## src/rtl/mvt_pkg.sv

```systemverilog
// ============================================================================
// Module  : mvt_pkg
// Brief   : Shared defaults, FSM state type and operand generators for MVT.
// Revision: 1.0
// ============================================================================
`default_nettype none

package mvt_pkg;

    localparam int N_DEF      = 8;
    localparam int DATA_W_DEF = 32;

    typedef enum logic [2:0] {
        S_IDLE  = 3'd0,
        S_CALC1 = 3'd1,
        S_WR1   = 3'd2,
        S_CALC2 = 3'd3,
        S_WR2   = 3'd4,
        S_DONE  = 3'd5
    } state_t;

    function automatic int unsigned a_elem(input int unsigned i,
                                           input int unsigned j,
                                           input int unsigned n = N_DEF);
        return i * n + j;
    endfunction

    function automatic int unsigned y1_elem(input int unsigned j);
        return j + 1;
    endfunction

    function automatic int unsigned y2_elem(input int unsigned j,
                                            input int unsigned n = N_DEF);
        return n - j;
    endfunction

endpackage

`default_nettype wire

```

## src/rtl/mvt_wrapper_nibble_serializer.sv

```systemverilog
// ============================================================================
// Module  : nibble_serializer
// Brief   : Shifts a loaded word out LSB nibble first, one nibble per cycle.
// Revision: 1.0
// ============================================================================
`default_nettype none

module nibble_serializer #(
    parameter int DATA_W = 32
) (
    input  logic              clk,
    input  logic              rst,
    input  logic              load,
    input  logic [DATA_W-1:0] word,
    output logic              busy,
    output logic [3:0]        data_out,
    output logic              data_valid
);

    localparam int NIB = DATA_W / 4;
    localparam int CW  = $clog2(NIB + 1);

    logic [DATA_W-1:0] r_shift;
    logic [CW-1:0]     r_cnt;

    always_ff @(posedge clk or posedge rst) begin
        if (rst) begin
            r_shift <= '0;
            r_cnt   <= '0;
        end else if (load) begin
            r_shift <= word;
            r_cnt   <= CW'(NIB);
        end else if (r_cnt != '0) begin
            r_shift <= r_shift >> 4;
            r_cnt   <= r_cnt - 1'b1;
        end
    end

    // r_cnt counts nibbles still to present, so it is nonzero exactly while output is valid.
    assign data_valid = (r_cnt != '0);
    assign busy       = data_valid;
    assign data_out   = data_valid ? r_shift[3:0] : 4'h0;

endmodule

`default_nettype wire

```

## src/rtl/mvt_wrapper.sv

```systemverilog
// ============================================================================
// Module  : mvt_wrapper
// Brief   : On-chip MVT benchmark: x1 = A*y1, x2 = A^T*y2, streamed as nibbles.
// Revision: 1.0
// ============================================================================
`default_nettype none

module mvt_wrapper
    import mvt_pkg::*;
#(
    parameter int N      = N_DEF,
    parameter int DATA_W = DATA_W_DEF
) (
    input  logic       clk_p,
    input  logic       clk_n,
    input  logic       ap_rst,
    output logic       probe_out,
    output logic [3:0] data_out,
    output logic       data_valid
);

    localparam int IW  = (N > 1) ? $clog2(N) : 1;
    localparam int NIB = DATA_W / 4;
    localparam int CW  = $clog2(NIB + 1);

    logic ap_clk;
    logic w_unused_clk_n;

    assign ap_clk         = clk_p;
    assign w_unused_clk_n = clk_n;

    state_t            r_state;
    state_t            w_next;
    logic [IW-1:0]     r_i;
    logic [IW-1:0]     r_j;
    logic [DATA_W-1:0] r_acc;
    logic [CW-1:0]     r_tail;
    logic              r_probe;

    logic              x1_out_write;
    logic [DATA_W-1:0] x1_out_din;
    logic              x2_out_write;
    logic [DATA_W-1:0] x2_out_din;

    logic              w_busy;
    logic [DATA_W-1:0] w_a;
    logic [DATA_W-1:0] w_y;
    logic [DATA_W-1:0] w_prod;
    logic              w_last_j;
    logic              w_last_i;

    assign w_last_j = (r_j == IW'(N - 1));
    assign w_last_i = (r_i == IW'(N - 1));

    always_comb begin
        w_a = '0;
        w_y = '0;
        if (r_state == S_CALC2) begin
            w_a = DATA_W'(a_elem(32'(r_j), 32'(r_i), N));
            w_y = DATA_W'(y2_elem(32'(r_j), N));
        end else begin
            w_a = DATA_W'(a_elem(32'(r_i), 32'(r_j), N));
            w_y = DATA_W'(y1_elem(32'(r_j)));
        end
    end

    assign w_prod = w_a * w_y;

    always_ff @(posedge ap_clk or posedge ap_rst) begin
        if (ap_rst) begin
            r_state <= S_IDLE;
        end else begin
            r_state <= w_next;
        end
    end

    always_comb begin
        w_next = r_state;
        case (r_state)
            S_IDLE:  w_next = S_CALC1;
            S_CALC1: if (w_last_j) w_next = S_WR1;
            S_WR1:   if (!w_busy) w_next = w_last_i ? S_CALC2 : S_CALC1;
            S_CALC2: if (w_last_j) w_next = S_WR2;
            S_WR2:   if (!w_busy) w_next = w_last_i ? S_DONE : S_CALC2;
            S_DONE:  w_next = S_DONE;
            default: w_next = S_IDLE;
        endcase
    end

    assign x1_out_write = (r_state == S_WR1) && !w_busy;
    assign x2_out_write = (r_state == S_WR2) && !w_busy;
    assign x1_out_din   = r_acc;
    assign x2_out_din   = r_acc;

    always_ff @(posedge ap_clk or posedge ap_rst) begin
        if (ap_rst) begin
            r_i     <= '0;
            r_j     <= '0;
            r_acc   <= '0;
            r_tail  <= '0;
            r_probe <= 1'b0;
        end else begin
            case (r_state)
                S_CALC1, S_CALC2: begin
                    r_acc <= r_acc + w_prod;
                    r_j   <= w_last_j ? '0 : r_j + 1'b1;
                end
                S_WR1, S_WR2: begin
                    if (!w_busy) begin
                        r_acc <= '0;
                        r_i   <= w_last_i ? '0 : r_i + 1'b1;
                    end
                end
                S_DONE: begin
                    // Count the final word's nibbles so the flag rises right after the last one.
                    if (w_busy && !r_probe) begin
                        r_tail <= r_tail + 1'b1;
                        if (r_tail == CW'(NIB - 1)) begin
                            r_probe <= 1'b1;
                        end
                    end
                end
                default: begin
                    r_acc <= '0;
                end
            endcase
        end
    end

    assign probe_out = r_probe;

    nibble_serializer #(
        .DATA_W (DATA_W)
    ) u_ser (
        .clk        (ap_clk),
        .rst        (ap_rst),
        .load       (x1_out_write | x2_out_write),
        .word       (x1_out_write ? x1_out_din : x2_out_din),
        .busy       (w_busy),
        .data_out   (data_out),
        .data_valid (data_valid)
    );

endmodule

`default_nettype wire

```

## config.mk

```make
export PLATFORM = sky130hd
export DESIGN_NAME = mvt_wrapper
export DESIGN_NICKNAME = d
export VERILOG_FILES = /design/src/rtl/mvt_pkg.sv /design/src/rtl/mvt_wrapper_nibble_serializer.sv /design/src/rtl/mvt_wrapper.sv
export SDC_FILE = /design/constraint.sdc
export NUM_CORES = 1
export LEC_CHECK = 0
export ABC_AREA = 0
export BUFFER_PORTS_ARGS = -buffer_cell sky130_fd_sc_hd__buf_2
export CORE_ASPECT_RATIO = 0.6
export CORE_MARGIN = 1
export CORE_UTILIZATION = 25
export CTS_BUF_LIST = sky130_fd_sc_hd__clkbuf_2 sky130_fd_sc_hd__clkbuf_4 sky130_fd_sc_hd__clkbuf_8
export DETAILED_ROUTE_END_ITERATION = 6
export HOLD_SLACK_MARGIN = 0.15
export PLACE_DENSITY_LB_ADDON = 0.25
export SYNTH_ARGS = -nofsm -noshare
export SYNTH_HDL_FRONTEND = slang
export SYNTH_SLANG_ARGS = --single-unit
```

## constraint.sdc

```tcl
create_clock -name clk_p -period 6.5 [get_ports clk_p]
set_input_delay 1.3 -clock clk_p [delete_from_list [all_inputs] [get_ports clk_p]]
set_output_delay 1.3 -clock clk_p [all_outputs]
set_load 0.03 [all_outputs]
```

# After elaboration in Yosys (flattened, before gate mapping)
# Index checks and enable logic that the tools add are counted.
[op_classes]
addsub = 9
n_mul = 1
eq_ne = 13
mux = 18
bitwise_logic = 3
n_reduce_logical = 15
[op_table]
columns = ["operator", "n"]
rows = [
  ["$mux W32", 4],
  ["$pmux W32 S3", 1],
  ["$add A32 B32 Y32", 1],
  ["$mul A32 B32 Y32", 1],
  ["$mux W3", 7],
  ["$pmux W3 S6", 1],
  ["$add A6 B3 Y7", 2],
  ["$eq A3 B3 Y1 const B", 4],
  ["$mux W4", 3],
  ["$ne A2 B2 Y1 const B", 5],
  ["$mux W7", 1],
  ["$add A3 B1 Y3 const B", 2],
  ["$eq A3 B2 Y1 const B", 2],
  ["$reduce_and A2 Y1", 3],
  ["$sub A4 B3 Y5 const A", 1],
  ["$add A3 B1 Y4 const B", 1],
  ["$add A4 B1 Y4 const B", 1],
  ["$eq A4 B3 Y1 const B", 1],
  ["$reduce_and A4 Y1", 1],
  ["$reduce_bool A4 Y1", 1],
  ["$reduce_or A2 Y1", 2],
  ["$sub A4 B1 Y4 const B", 1],
  ["$eq A3 B1 Y1 const B", 1],
  ["$logic_and A1 B1 Y1", 3],
  ["other kinds (7)", 9],
]
[totals]
regBits = 82

# Logic depth before layout (Yosys ltp)
# Gate-level depths: netlist of the first run.
[depth]
depth_word = 5
depth_mapped = 22

# Hierarchy
# Synthesis of the first run repeated with hierarchy kept, for this count alone.
[unflattened]
hier_cells = 651
area_unflattened_um2 = 5719.2
[by_module_without_submodules]
columns = ["module", "n_inst", "cells_each", "area_per_inst_um2", "seq_area_each_um2"]
rows = [
  ["mvt_wrapper", 1, 457, 3995.1, 1151.1],
  ["nibble_serializer", 1, 194, 1724.2, 900.9],
]

# Worst setup path before layout of the first run
# OpenSTA, ideal clock, no wires.
[synth_path]
path_kind = "register to register"
from = "register r_state[0]"
to = "register r_acc[17]"
t_arrival_ps = 4957
setup_slack_ps = 1411
path_stages_with_launch = 22
synth_period_minus_slack_ps = 5089
cell_sequence = "dfrtp_1 buf_6 nor2b_1 clkbuf_1 nand2_1 clkbuf_1 a32o_1 ha_1 inv_1 fa_1 inv_1 fa_1 inv_1 fa_1 inv_1 ha_1 a2111o_1 o21bai_1 a22oi_1 nor3_1 xnor2_1 nor2_1"
[synth_via]
elab_chain_len = 5
word_cells_on_any_way = 15
cone_classes = "1 x add/sub; 1 x mul; 6 x eq/ne; 3 x mux; 1 x bitwise; 3 x reduce/logical"
[synth_rtl]
columns = ["element", "line", "text"]
rows = [
  ["from (decl)", "mvt_wrapper.sv:32", "state_t r_state;"],
  ["from (signal assigned)", "mvt_wrapper.sv:73", "r_state <= w_next;"],
  ["$eq A3 B2 Y1", "mvt_wrapper.sv:58, mvt_wrapper.sv:103", ""],
  ["$mux W7 / $mux W32 (equally long branches)", "mvt_wrapper.sv:58", "if (r_state == S_CALC2) begin"],
  ["$mul A32 B32 Y32", "mvt_wrapper.sv:67", "assign w_prod = w_a * w_y;"],
  ["$add A32 B32 Y32", "mvt_wrapper.sv:105", "r_acc <= r_acc + w_prod;"],
  ["$pmux W32 S3", "mvt_wrapper.sv:103", "case (r_state)"],
  ["to (signal assigned)", "mvt_wrapper.sv:105", ""],
  ["to (decl)", "mvt_wrapper.sv:36", "logic [DATA_W-1:0] r_acc;"],
]
# Several ways; a longest one is shown, not always the timed one.
# A chain may end at the register's enable or synchronous reset.

# Worst setup path after layout of the first run
# Same ends and word-level chain as after synthesis.

==> results of run 1 <==
-- metal layers --
metal,track usage,vias to the layer above,wire [um]
met2,0.159,73,4560
met4,0.0145,0,69
met5,0,-,0
met1,0.203,1925,7390
met3,0.0305,9,553
li1,-,1922,-
-- cell type report --
| cell class | instances | area (um^2) | area share |
|---|---|---|---|
| multi-input cells | 399 | 2960 | 0.506 |
| flip-flops and latches | 82 | 2050 | 0.351 |
| well taps | 273 | 342 | 0.0585 |
| inverters | 51 | 193 | 0.0330 |
| clock buffers | 10 | 138 | 0.0236 |
| repair buffers | 14 | 87.6 | 0.0150 |
| clock inverters | 6 | 71.3 | 0.0122 |
-- flip-flops by register name (all words and copies together), names as in the netlist --
register       flops
probe_out          1
r_acc             32
r_i                3
r_j                3
r_state            3
r_tail             4
u_ser.r_cnt        4
u_ser.r_shift     32
-- cells by family (layout without fill, tap and decap cells) --
kind of cell,Yosys count,in the layout,synth area share
muxes,35,35,0.0667
DFF,82,82,0.387
AOI/OAI and AO/OA,118,118,0.139
buffers and inverters,78,81,0.0585
adders and majority gates,56,56,0.153
xor gates and xnor gates,23,23,0.0380
and+or+nand+nor,167,167,0.158
-- power by group --
group          internal, uW  switching (uW)  total [uW]
registers               510               0         510
logic                 0.671            10.2        10.8
clock network           192             208         399
total                   702             218         920
-- how the worst max path moves through the flow --
stage | from | to | slack (ns)
after floorplan | r_state[0] | r_acc[17] | 1.41
after global placement | r_j[0] | r_acc[17] | 0.85
after detailed placement | r_state[0] | r_acc[17] | 0.82
after CTS | r_state[0] | r_acc[17] | 0.77
after global routing | r_state[0] | r_acc[31] | 0.34
final | r_state[0] | r_acc[17] | 0.75
-- critical path, delay by kind of cell (launching register included) --
family	cells	cell delay (ns)
AOI/OAI and AO/OA	4	1.50
xor gates and xnor gates	1	0.16
adders and majority gates	5	2.24
buffers and inverters	5	0.39
DFF	1	0.62
and+or+nand+nor	4	0.67
-- cells in the final DEF, fill, tap and decap left out, types with 2 or more instances in the layout --
master / synthesis / final
clkinvlp_4: 0 / 2
nand2_1: 74 / 74
nor4_1: 3 / 3
mux2i_1: 32 / 32
or4_1: 2 / 2
ha_1: 41 / 41
o21bai_1: 2 / 2
fa_1: 15 / 15
o21ai_0: 43 / 43
nor3_1: 6 / 6
or3_1: 4 / 4
and2_1: 5 / 5
inv_6: 0 / 2
nor2b_1: 6 / 6
a21boi_0: 4 / 4
o21a_1: 2 / 2
nor2_1: 22 / 22
mux2_2: 3 / 3
buf_2: 5 / 7
o21ai_1: 14 / 14
and3_1: 8 / 8
a21o_1: 8 / 8
a22oi_1: 2 / 2
a32o_1: 3 / 3
xor2_1: 16 / 16
clkbuf_8: 0 / 10
a22o_1: 5 / 5
a31oi_1: 4 / 4
o211ai_1: 3 / 3
dfrtp_1: 82 / 82
nand4_1: 8 / 8
o31ai_1: 5 / 5
nand2b_1: 5 / 5
buf_4: 1 / 7
xnor2_1: 7 / 7
inv_1: 50 / 49
nand3_1: 15 / 15
a21oi_1: 13 / 12
-- metrics by stage --
step | setup slack (ns) | hold WS [ns] | std cells | power, uW
after floorplan | 1.41 | 0.445 | 559 | 527
after global placement | 0.853 | 0.460 | 819 | 531
after detailed placement | 0.819 | 0.468 | 819 | 532
after CTS | 0.775 | 0.482 | 835 | 937
after global routing | 0.342 | 0.497 | 835 | 959
final | 0.749 | 0.480 | 835 | 920
==> results.sh, run 1 <==
export IMPL_min_to="r_tail[3]"
export IMPL_timing_rr_end="r_acc[17]"
export IMPL_die_y_um=115
export IMPL_status="finished clean"
export IMPL_cts_resized=0
export IMPL_synth_warnings=0
export IMPL_drv_cap=0
export IMPL_cp_data_required_time_ns=6.71
export IMPL_ctsHoldBuffers=0
export IMPL_cts_setup_buffers=0
export IMPL_drt_vias_per_instance=4.71
export IMPL_tns_ns=0
export IMPL_drc=0
export IMPL_diodes=0
export IMPL_hold_depth=1
export IMPL_finClkSkew_ns=0.00739
export IMPL_synth_largest_area_cell="dfrtp_1"
export IMPL_ys_seq_area_frac=0.387
export IMPL_fin_crit_ns=5.75
export IMPL_root_buffer="clkbuf_8"
export IMPL_synth_cell_types=58
export IMPL_powerDensity_mw_per_mm2=158
export IMPL_grt_pass1_vias=3874
export IMPL_synth_edf_count=0
export IMPL_clkSinkCount=82
export IMPL_io_buffers=7
export IMPL_num_io_pins=9
export IMPL_ff2ff_setup_slack_ns=0.75
export IMPL_die_x_um=190
export IMPL_cts_max_path_buffers=2
export IMPL_synthFlopType="dfrtp_1"
export IMPL_cpMostUsedCell="inv_1"
export IMPL_start_kind="flop"
export IMPL_worst_pin_slew_ns=1.05
export IMPL_synth_top_area_share=0.387
export IMPL_crit_path_end_kind="flop"
export IMPL_start_util=0.260
export IMPL_worstRegToRegCells=19
export IMPL_cpPeakStageDelay_ns=0.62
export IMPL_num_rows=40
export IMPL_grt_ovfl_total=0
export IMPL_period_share=0.885
export IMPL_path_clk_slew_ns=0.09
export IMPL_grt_max_degree=73
export IMPL_dieArea_mm2=0.0218
export IMPL_finalHoldViolations=0
export IMPL_ant_nets=0
export IMPL_core_mm2=0.0204
export IMPL_synth_area_top_cells="dfrtp_1 (39%), ha_1 (9.7%), mux2i_1 (6.0%)"
export IMPL_syn_num_nets=618
export IMPL_timing_rr_start="r_state[0]"
export IMPL_syn_avg_cell_area_um2=9.49
export IMPL_rsz0062_at_grt="false"
export IMPL_gp_congestion=0.803
export IMPL_grt_pass1_wl_um=21100
export IMPL_clock_fmax_mhz=174
export IMPL_dr_pass1_iters=4
export IMPL_syn_cell_area_mm2=0.00531
export IMPL_p_leak_uw=0.00263
export IMPL_cts_max_level=3
export IMPL_slew_violations=0
export IMPL_drive_gt1_frac=0.0783
export IMPL_area_delta_synth_final_pct=10.0
export IMPL_track_usage=0.124
export IMPL_cts_buffers=9
export IMPL_yosysMostFrequentCell="dfrtp_1"
export IMPL_drt_iter0_drc=242
export IMPL_relSlewSlack=0.296
export IMPL_hold_path_class="flop to flop"
export IMPL_n_fill_cell=2170
export IMPL_async_flop_share=1.00
export IMPL_cp_max_fo=13
export IMPL_finalSetupViolCount=0
export IMPL_hpwlAfterDp_um=9200
export IMPL_antenna_found_initial=0
export IMPL_ys_ff_latch=82
export IMPL_clkLatencyLatePin_ns=0.36
export IMPL_synthCells=559
export IMPL_nets=616
export IMPL_slowest_stage="dfrtp_1"
export IMPL_worst_ep_arrival_time_ns=5.96
export IMPL_critical_path_class="flop to flop"
export IMPL_worst_ir_drop_vdd_uv=80.6
export IMPL_crit_chain="nor2b_1 > buf_4 > nand2_1 > a32o_1 > ha_1 > inv_1 > fa_1 > inv_1 > fa_1 > inv_1 > fa_1 > inv_1 > ha_1 > a2111o_1 > o21bai_1 > a22oi_1 > nor3_1 > xnor2_1 > nor2_1"
export IMPL_placed_area_mm2=0.00563
export IMPL_vias=3929
export IMPL_synth_common_cells="dfrtp_1 (82), nand2_1 (74), inv_1 (50), o21ai_0 (43), ha_1 (41)"
export IMPL_hold_start="r_tail[3]"
export IMPL_wl_um=12600
export IMPL_post_route_cell_area_mm2=0.00584
export IMPL_wire_per_inst_um=15.1
export IMPL_utilization=0.286
export IMPL_cts_tree="done"
Power figures use the tool's default switching activity.
==> run 2: changes to the inputs <==
--- a/config.mk
+++ b/config.mk
@@ -9,7 +9,7 @@
 export BUFFER_PORTS_ARGS = -buffer_cell sky130_fd_sc_hd__buf_2
 export CORE_ASPECT_RATIO = 0.6
 export CORE_MARGIN = 1
-export CORE_UTILIZATION = 25
+export CORE_UTILIZATION = 40
 export CTS_BUF_LIST = sky130_fd_sc_hd__clkbuf_2 sky130_fd_sc_hd__clkbuf_4 sky130_fd_sc_hd__clkbuf_8
 export DETAILED_ROUTE_END_ITERATION = 6
 export HOLD_SLACK_MARGIN = 0.15
==> results.sh, run 2 (synthesis gave the netlist of run 1 again) <==
export IMPL_core_mm2=0.0129
export IMPL_timing_rr_start="r_state[0]"
export IMPL_grt_pass1_vias=3644
export IMPL_cts_max_level=3
export IMPL_clock_fmax_mhz=167
export IMPL_hold_start="r_tail[3]"
export IMPL_status="finished clean"
export IMPL_rsz0062_at_grt="false"
export IMPL_finalSetupViolCount=0
export IMPL_die_y_um=91.2
export IMPL_grt_pass1_wl_um=19300
export IMPL_grt_ovfl_total=0
export IMPL_cts_setup_buffers=0
export IMPL_cts_resized=0
export IMPL_drive_gt1_frac=0.0750
export IMPL_relSlewSlack=0.311
export IMPL_num_rows=32
export IMPL_tns_ns=0
export IMPL_utilization=0.445
export IMPL_finalHoldViolations=0
export IMPL_cts_max_path_buffers=2
export IMPL_final_cell_mix="dfrtp_1 (82), nand2_1 (74), inv_1 (49)"
export IMPL_cts_buffers=9
export IMPL_slew_violations=0
export IMPL_path_clk_slew_ns=0.10
export IMPL_biggestRegsByFlops="r_acc x32, u_ser.r_shift x32"
export IMPL_dr_wl_met3_um=497
export IMPL_cts_tree="done"
export IMPL_powerDensity_mw_per_mm2=170
export IMPL_drt_vias_per_instance=5.30
export IMPL_track_usage=0.182
export IMPL_clkSinkCount=82
export IMPL_antenna_found_initial=0
export IMPL_drt_iter0_drc=255
export IMPL_hpwlAfterDp_um=8370
export IMPL_fin_crit_ns=5.99
export IMPL_num_io_pins=9
export IMPL_cp_data_required_time_ns=6.72
export IMPL_clkLatencyLatePin_ns=0.37
export IMPL_root_buffer="clkbuf_8"
export IMPL_vias=3869
export IMPL_p_leak_uw=0.00264
export IMPL_dieArea_mm2=0.0137
export IMPL_highest_layer="met4"
export IMPL_crit_path_end_kind="flop"
export IMPL_area_delta_synth_final_pct=8.04
export IMPL_start_util=0.412
export IMPL_ctsHoldBuffers=0
export IMPL_startpoint="r_state[0]"
export IMPL_ant_nets=0
export IMPL_hold_path_class="flop to flop"
export IMPL_drv_cap=0
export IMPL_layout_commonest_cell="dfrtp_1"
export IMPL_cp_max_fo=13
export IMPL_wl_met2_um=4290
export IMPL_critical_path_class="flop to flop"
export IMPL_period_share=0.922
export IMPL_wl_met1_um=6450
export IMPL_die_x_um=151
export IMPL_start_kind="flop"
export IMPL_dr_pass1_iters=5
export IMPL_worst_ep_arrival_time_ns=6.21
export IMPL_finClkSkew_ns=0.0202
export IMPL_wire_per_inst_um=15.6
export IMPL_diodes=0
export IMPL_gp_congestion=0.806
export IMPL_nets=614
export IMPL_n_fill_cell=1246
export IMPL_worst_ir_drop_vdd_uv=89.5
export IMPL_io_buffers=7
export IMPL_drc=0
export IMPL_grt_max_degree=83
export IMPL_wl_um=11400
export IMPL_worst_pin_slew_ns=1.03
[run 2: cell types whose count changed in the layout (fill, tap and decap cells not counted)]
cell | before | now
buf_4 | 7 | 5
clkinvlp_4 | 2 | 1
clkbuf_8 | 10 | 9
bufinv_16 | 1 | 3
[run 2: power breakdown]
group | internal, uW | total [uW] | switching (uW)
Clock | 259 | 455 | 196
Sequential | 510 | 510 | 0
Combinational | 0.663 | 10.4 | 9.73
Total | 769 | 975 | 206
[run 2: routing by layer]
layer	GRT usage	vias up
met5	0	-
met4	0.0433	0
met2	0.230	85
met3	0.0392	13
met1	0.301	1852
li1	-	1919
[run 2: cell type report]
type | count | area, um^2 | share of cell area
clock inverter | 7 | 124 | 0.0216
inverter | 51 | 193 | 0.0336
timing repair buffer | 12 | 72.6 | 0.0127
clock buffer | 9 | 124 | 0.0216
tap | 170 | 213 | 0.0371
multi-input combinational | 399 | 2960 | 0.515
sequential | 82 | 2050 | 0.358
[run 2: final timing paths]
kind,depth (start not counted),slack (ns),end
max,18,0.51,r_acc[17]
min,1,0.48,r_tail[3]
max reg2reg,18,0.51,r_acc[17]
min reg2reg,1,0.48,r_tail[3]
max in group asynchronous,3,4.58,u_ser.r_shift[6]
min in group asynchronous,3,1.25,r_tail[3]
[run 2: through the flow]
stage	total power (uW)	hold slack [ns]	cells	cell area, um^2	setup slack, ns
after global placement	531	0.463	714	5490	0.675
after detailed placement	531	0.465	714	5490	0.581
after global routing	1020	0.494	730	5730	0.0337
after floorplan	527	0.445	559	5310	1.41
after CTS	986	0.488	730	5730	0.556
final	975	0.481	730	5730	0.507
[run 2: critical path, stage by stage (launching register included)]
cell,delay (ns)
dfrtp_1,0.60
nor2b_1,0.53
nand2_1,0.40
a32o_1,0.37
ha_1,0.27
inv_1,0.05
fa_1,0.56
inv_1,0.07
fa_1,0.53
inv_1,0.05
fa_1,0.53
inv_1,0.04
ha_1,0.37
a2111o_1,0.45
o21bai_1,0.24
a22oi_1,0.45
nor3_1,0.12
xnor2_1,0.16
nor2_1,0.06
==> run 3: changes to the inputs <==
--- a/config.mk
+++ b/config.mk
@@ -14,6 +14,8 @@
 export DETAILED_ROUTE_END_ITERATION = 6
 export HOLD_SLACK_MARGIN = 0.15
 export PLACE_DENSITY_LB_ADDON = 0.25
+export SLEW_MARGIN = 30
 export SYNTH_ARGS = -nofsm -noshare
 export SYNTH_HDL_FRONTEND = slang
+export SYNTH_HIERARCHICAL = 1
 export SYNTH_SLANG_ARGS = --single-unit
==> results.sh, run 3 <==
export IMPL_status="finished clean"
export IMPL_finalSetupViolCount=0
export IMPL_hpwlAfterDp_um=9760
export IMPL_biggestRegsByFlops="r_acc x32, u_ser/r_shift x32"
export IMPL_synth_common_cells="nand2_1 (109), dfrtp_1 (82), a21oi_1 (78), inv_1 (51), ha_1 (42)"
export IMPL_track_usage=0.194
export IMPL_clkSinkCount=82
export IMPL_finClkSkew_ns=0.0175
export IMPL_num_io_pins=9
export IMPL_grt_max_degree=69
export IMPL_critical_path_class="flop to flop"
export IMPL_core_mm2=0.0138
export IMPL_worstRegToRegCells=18
export IMPL_start_util=0.415
export IMPL_area_delta_synth_final_pct=6.06
export IMPL_powerDensity_mw_per_mm2=151
export IMPL_die_x_um=156
export IMPL_synth_top_area_share=0.359
export IMPL_syn_avg_cell_area_um2=8.79
export IMPL_clock_fmax_mhz=176
export IMPL_synth_largest_area_cell="dfrtp_1"
export IMPL_dp_slack_ns=0.895
export IMPL_start_kind="flop"
export IMPL_dr_pass1_iters=5
export IMPL_clkLatencyLatePin_ns=0.37
export IMPL_io_buffers=7
export IMPL_drv_cap=0
export IMPL_slew_violations=0
export IMPL_syn_num_nets=711
export IMPL_worst_ir_drop_vdd_uv=71.9
export IMPL_die_y_um=94.6
export IMPL_synth_edf_count=0
export IMPL_fin_crit_ns=5.68
export IMPL_worst_ep_arrival_time_ns=5.96
export IMPL_layout_commonest_cell="nand2_1"
export IMPL_hold_path_class="flop to flop"
export IMPL_root_buffer="clkbuf_8"
export IMPL_async_flop_share=1.00
export IMPL_finalHoldViolations=0
export IMPL_vias=4569
export IMPL_cts_max_level=3
export IMPL_fin_ws_ns=0.818
export IMPL_ctsHoldBuffers=0
export IMPL_min_to="r_tail[3]"
export IMPL_wire_per_inst_um=16.2
export IMPL_cts_buffers=9
export IMPL_hold_ws_ns=0.484
export IMPL_cts_setup_buffers=0
export IMPL_ff2ff_setup_slack_ns=0.82
export IMPL_path_clk_slew_ns=0.08
export IMPL_num_rows=33
export IMPL_period_share=0.874
export IMPL_tns_ns=0
export IMPL_drive_gt1_frac=0.0654
export IMPL_p_leak_uw=0.00281
export IMPL_hold_depth=1
export IMPL_hold_start="r_tail[3]"
export IMPL_dieArea_mm2=0.0148
export IMPL_rsz0062_at_grt="false"
export IMPL_synthCells=651
export IMPL_drt_vias_per_instance=5.48
export IMPL_syn_cell_area_mm2=0.00572
export IMPL_grt_pass1_wl_um=22200
export IMPL_grt_ovfl_total=0
export IMPL_final_cell_mix="nand2_1 (109), dfrtp_1 (82), a21oi_1 (78)"
export IMPL_drt_iter0_drc=370
export IMPL_worst_pin_slew_ns=0.874
export IMPL_synthFlopType="dfrtp_1"
export IMPL_antenna_found_initial=0
export IMPL_nets=697
export IMPL_synth_cell_types=68
export IMPL_ys_seq_area_frac=0.359
export IMPL_grt_pass1_vias=4241
export IMPL_cts_max_path_buffers=2
export IMPL_gp_congestion=0.829
export IMPL_diodes=0
export IMPL_cp_data_required_time_ns=6.78
export IMPL_crit_path_end_kind="flop"
export IMPL_cp_max_fo=18
export IMPL_wl_um=13500
export IMPL_cts_tree="done"
export IMPL_yosysMostFrequentCell="nand2_1"
export IMPL_drc=0
export IMPL_synth_area_top_cells="dfrtp_1 (36%), ha_1 (9.2%), nand2_1 (7.2%)"
export IMPL_synth_warnings=6
export IMPL_ys_ff_latch=82
export IMPL_timing_rr_end="r_acc[19]"
export IMPL_cts_resized=0
export IMPL_ant_nets=0
export IMPL_relSlewSlack=0.417
export IMPL_timing_rr_start="r_state[1]"
[run 3: cell types whose count changed after synthesis, sizes merged, moves of 8 or more]
cell / delta
nor2b: +28
buf: +8
mux2i: -27
a21oi: +67
xor2: -11
nand2: +35
o21ai: -31
[run 3: routing by layer]
layer	up-vias	routed length, um	GRT usage
li1	2233	-	-
met1	2209	7280	0.308
met2	117	5310	0.266
met3	10	808	0.0335
met4	0	87	0.0441
met5	-	0	0
[run 3: critical path: stages, from the launching register on]
cell	delay, ns
dfrtp_1	0.47
nor2b_1	0.30
nand2_1	0.36
nor2_1	0.41
a22o_1	0.22
ha_1	0.15
inv_1	0.06
fa_1	0.50
inv_1	0.05
fa_1	0.53
inv_1	0.05
fa_1	0.53
inv_1	0.04
ha_1	0.35
a21o_1	0.22
a31o_2	0.25
o211ai_2	0.70
a211oi_1	0.20
o211ai_1	0.21
[run 3: final cells by class]
class / count / area [um^2]
Clock buffer: 10 / 138
Clock inverter: 6 / 75.1
Fill cell: 1372 / 7720
Inverter: 52 / 198
Multi-Input combinational cell: 482 / 3310
Sequential cell: 82 / 2050
Tap cell: 192 / 240
Timing Repair Buffer: 10 / 57.6
[run 3: how the worst max path moves through the flow]
| stage | startpoint | to | slack (ns) | depth (start not counted) |
|---|---|---|---|---|
| floorplan | r_j[0] | r_acc[17] | 1.55 | 21 |
| global placement | r_state[1] | r_acc[29] | 1.05 | 18 |
| detailed placement | r_state[1] | r_acc[29] | 0.90 | 18 |
| CTS | r_state[1] | r_acc[19] | 0.88 | 18 |
| global route | r_state[1] | r_acc[19] | 0.47 | 18 |
| finish | r_state[1] | r_acc[19] | 0.82 | 18 |
[run 3: cells by family after synthesis]
family / share of synthesized area
AOI/OAI and AO/OA: 0.196
adders and majority gates: 0.144
DFF: 0.359
and+or+nand+nor: 0.210
xor gates and xnor gates: 0.0168
buffers and inverters: 0.0634
muxes: 0.0107
[run 3: where the power goes]
part           internal, uW  leakage [uW]  switching, uW
registers               510       0.00109              0
logic                 0.806       0.00162           10.2
clock network           193      0.000105            206
[run 3: per-stage QoR]
stage                     total power [uW]  std cells  instance area [um^2]   util
final                                  919        834                  6070  0.440
after global routing                   952        834                  6070  0.440
after CTS                              932        834                  6060  0.440
after detailed placement               532        818                  5850  0.424
after global placement                 531        818                  5850  0.424
after floorplan                        527        651                  5720      -
